--- src/rtl/shift_rx4.sv ---
// shift_rx4: 4-bit LSB-first serial frame receiver with stop/parity error and overrun flags.
// Ports:
//   clk   - system clock, rising edge active
//   rst   - asynchronous active-low reset
//   en    - bit strobe; SI is sampled only on edges where en=1
//   SI    - serial line: start(1), d0..d3, [parity], stop(0)
//   ack   - consumer acknowledge of the word on Q
//   Q     - last received word, d0 in Q[0]
//   valid - Q holds an unacknowledged word
//   busy  - a frame is in progress
//   ferr  - last frame had a bad stop bit
//   perr  - last frame had a parity mismatch (0 unless PARITY_EN)
//   ovr   - sticky overrun, cleared by ack
// Build option: define PARITY_EN to add an even-parity bit between d3 and stop.
module shift_rx4 (
  input  logic       clk,
  input  logic       rst,
  input  logic       en,
  input  logic       SI,
  input  logic       ack,
  output logic [3:0] Q,
  output logic       valid,
  output logic       busy,
  output logic       ferr,
  output logic       perr,
  output logic       ovr
);
  typedef enum logic [1:0] {IDLE, DATA, PARITY, STOP} state_t;
`ifdef PARITY_EN
  localparam state_t AFTER_DATA = PARITY;
`else
  localparam state_t AFTER_DATA = STOP;
`endif
  state_t     state_q;
  logic [1:0] cnt_q;
  logic [3:0] sr_q;
  logic [3:0] q_q;
  logic       par_q;
  logic       valid_q;
  logic       ferr_q;
  logic       perr_q;
  logic       ovr_q;
  always_ff @(posedge clk or negedge rst) begin
    if (!rst) begin
      state_q <= IDLE;
      cnt_q   <= 2'd0;
      sr_q    <= 4'd0;
      q_q     <= 4'd0;
      par_q   <= 1'b0;
      valid_q <= 1'b0;
      ferr_q  <= 1'b0;
      perr_q  <= 1'b0;
      ovr_q   <= 1'b0;
    end else begin
      // ack acts independently of the bit strobe; a good stop below overrides the valid clear
      if (ack && valid_q) begin
        valid_q <= 1'b0;
        ovr_q   <= 1'b0;
      end
      if (en) begin
        case (state_q)
          IDLE: if (SI) begin
            state_q <= DATA;
            cnt_q   <= 2'd0;
            par_q   <= 1'b0;
          end
          DATA: begin
            sr_q    <= {SI, sr_q[3:1]};
            cnt_q   <= cnt_q + 2'd1;
            par_q   <= par_q ^ SI;
            state_q <= (cnt_q == 2'd3) ? AFTER_DATA : DATA;
          end
          PARITY: begin
            par_q   <= par_q ^ SI;
            state_q <= STOP;
          end
          STOP: begin
            state_q <= IDLE;
            if (SI) ferr_q <= 1'b1;
            else begin
              q_q     <= sr_q;
              valid_q <= 1'b1;
              ferr_q  <= 1'b0;
              // a word still pending and not being acked on this edge is lost
              ovr_q   <= ack ? 1'b0 : (ovr_q | valid_q);
`ifdef PARITY_EN
              perr_q  <= par_q;
`endif
            end
          end
          default: state_q <= IDLE;
        endcase
      end
    end
  end
  assign Q     = q_q;
  assign valid = valid_q;
  assign busy  = (state_q != IDLE);
  assign ferr  = ferr_q;
  assign perr  = perr_q;
  assign ovr   = ovr_q;
endmodule

--- config.mk ---
export PLATFORM = sky130hd
export DESIGN_NAME = shift_rx4
export DESIGN_NICKNAME = d
export VERILOG_FILES = /design/src/rtl/shift_rx4.sv
export SDC_FILE = /design/constraint.sdc
export NUM_CORES = 1
export LEC_CHECK = 0
export BUFFER_PORTS_ARGS = -buffer_cell sky130_fd_sc_hd__clkbuf_2
export CAP_MARGIN = 40
export CORE_UTILIZATION = 35
export CTS_CLUSTER_SIZE = 30
export DETAILED_ROUTE_END_ITERATION = 8
export GPL_TIMING_DRIVEN = 0
export MAX_ROUTING_LAYER = met4
export PLACE_DENSITY = 0.55
export SYNTH_ARGS = -nofsm -noshare
export SYNTH_HDL_FRONTEND = slang
export SYNTH_SLANG_ARGS = --single-unit
--- constraint.sdc ---
create_clock -name clk -period 1.6 [get_ports clk]
set_input_delay 0.32 -clock clk [delete_from_list [all_inputs] [get_ports clk]]
set_output_delay 0.32 -clock clk [all_outputs]
set_load 0.01 [all_outputs]
==> results.yml <==
detailed_routing:
  vias: 401
  drcViolationCount: 0
  wirelength_um: 949
  antenna_left: 0
  wl_per_cell_um: 10.5
  vias_per_cell: 4.46
  drtIter0Drc: 5
  drt-pass1-iter-count: 3
critical_path:
  reg2reg_slack_ns: 0.39
  path_max_fanout: 8
  cp.required_ns: 1.28
  worst_setup_path_start_kind: "flip-flop"
  crit_path_end_kind: "output pin"
  path_class: "reg -> out"
  critPathArrivalTime_ns: 1.22
  worstReg2RegEnd: "sr_q[0]"
  reg2reg_depth: 4
synth:
  syn_area_per_cell_sq_um: 13.2
  yosysWarnings: 1
  synth_nets: 54
  ys_seq_area_share_pct: 59.1
  yosys_register_bits: 15
  netlist.area_leader.share_pct: 59.1
  synthTopCellsByArea: "dfrtp_1, mux2_2, o21ai_0"
  synth_top_area_cell: "dfrtp_1"
  syn_area_sq_um: 636
  synth_cell_type_count: 18
  syn_inst: 48
floorplan:
  core_sq_um: 1710
  die_area_sq_um: 1990
  rows: 15
  die_h_um: 44.6
  die_w_um: 44.6
  start_util_pct: 37.2
  io_pins: 14
place:
  port_buffers: 12
  hpwl_um: 692
  place.gp.congestion: 0.635
  post-place-cells: 85
cts:
  ctsLongestPathBuffers: 2
  cts_tree: "done"
  cts_resized: 0
  cts_buffers: 3
  clkLatencyLatePin_ns: 0.29
  cts_max_level: 1
  root_buffer: "clkbuf_4"
  clk_pin_slew_ns: 0.09
  cts_sinks: 15
sta:
  drv_slew: 0
  hold_violations: 0
  rsz0062_at_grt: "false"
  finalCriticalPeriod_ns: 1.54
  setup-violations-final: 0
  finalSetupTns_ns: 0
  clock.fmax_ghz: 0.651
  period_share_pct: 96.0
  clock_skew_ns: 0.00686
global_routing:
  track_usage_pct: 12.3
  grt_pass1_wl_um: 1610
  grt_pass1_vias: 372
  antenna_found_initial: 0
  grt_start_max_net_pins: 16
  grt.overflow.total: 0
final_layout:
  regArea_sq_um: 375
  syn2layout_area_growth_pct: 20.1
  nNetsFinal: 72
  layout_commonest_cell: "dfrtp_1"
  layout_common_cells: "dfrtp_1, clkbuf_2, mux2_2"
  fillers: 167
  diodes: 0
  drive_gt1_share_pct: 46.2
  instances_no_fill: 90
  multiInputGateArea_sq_um: 244
hold_path:
  hold_end: "valid"
  hold_depth: 2
  hold_path.class: "in -> reg"
  min_from: "ack"
power:
  power_density_nw_per_um2: 1840
  vdd_drop_max_mv: 0.638
  p_leak_nw: 0.364
run_status:
  outcome: "completed"
job:
  cap_violations: 0
## cell usage after synthesis
cell type  number
dfrtp_1        15
mux2_2         10
nand2_1         3
o21ai_0         3
nand2b_1        2
nand3_1         2
o21a_1          2
a22o_1          1
buf_2           1
buf_4           1
conb_1          1
ha_1            1
inv_1           1
nand4b_2        1
nor2_1          1
nor2b_2         1
o311ai_1        1
or2_2           1
## cell type report
class	count	share of cell area, %
Sequential cell	15	49.2
Multi-Input combinational cell	30	32.0
Timing Repair Buffer	13	9.18
Tap cell	25	4.10
Clock buffer	4	3.44
Buffer	2	1.64
Inverter	1	0.492
## routing by layer
layer	up-vias	part of all wire [%]	track usage (%)
met5	-	0	-
met4	0	2.0	9.09
met3	2	3.4	4.90
met2	12	47	17.4
met1	188	47	14.0
li1	199	-	-
## registers in the layout, summed over array words and instances (netlist names), named ones only
signal and cells:
Q 4, cnt_q 2, ferr 1, ovr 1
sr_q 4, state_q 1, valid 1
## cells by family (layout without fill, tap and decap cells)
kind of cell | Yosys count | after routing | synth area share [%]
fa+ha+maj | 1 | 1 | 1.97
mux | 10 | 10 | 17.7
compound gates | 7 | 7 | 7.48
buf+inv | 3 | 20 | 2.56
other cells | 1 | 1 | 0.590
simple gates | 11 | 11 | 10.6
flops | 15 | 15 | 59.1
## critical path: stages (launching register included)
cell	delay, ns
dfrtp_1	0.37
buf_2	0.16
or2_2	0.27
clkbuf_2	0.12
## power breakdown
group	internal [W]	switching [W]	leakage, nW	total [W]
Combinational	0.000287	0.000229	0.170	0.000516
Sequential	0.000560	0.000108	0.179	0.000669
Clock	0.0000969	0.000119	0.0150	0.000216
## how the worst max path moves through the flow
| stage | to | slack (ns) | cells after the start |
|---|---|---|---|
| after global routing | busy | 0.0004 | 3 |
| after CTS | busy | 0.05 | 3 |
| after floorplan | busy | 0.50 | 2 |
| after global placement | Q[3] | 0.37 | 3 |
| after detailed placement | sr_q[0] | 0.37 | 4 |
| final | busy | 0.06 | 3 |
## timing repair
action,in CTS,in global routing
buffers inserted,0,0
endpoints found under the hold margin,15,0
hold buffers,1,0
## stage by stage
step / utilization [%] / power [W] / hold slack (ns) / setup WS, ns / cell area [sq um]
finish: 44.7 / 0.00140 / 0.233 / 0.0637 / 763
global route: 44.7 / 0.00152 / 0.247 / 0.000357 / 763
CTS: 44.7 / 0.00142 / 0.227 / 0.0479 / 763
detailed placement: 42.6 / 0.00120 / 0.251 / 0.368 / 727
global placement: 42.6 / 0.00118 / 0.255 / 0.371 / 727
floorplan: - / 0.00103 / 0.0244 / 0.497 / 636
Note: power is estimated with default switching activity, not from simulation.
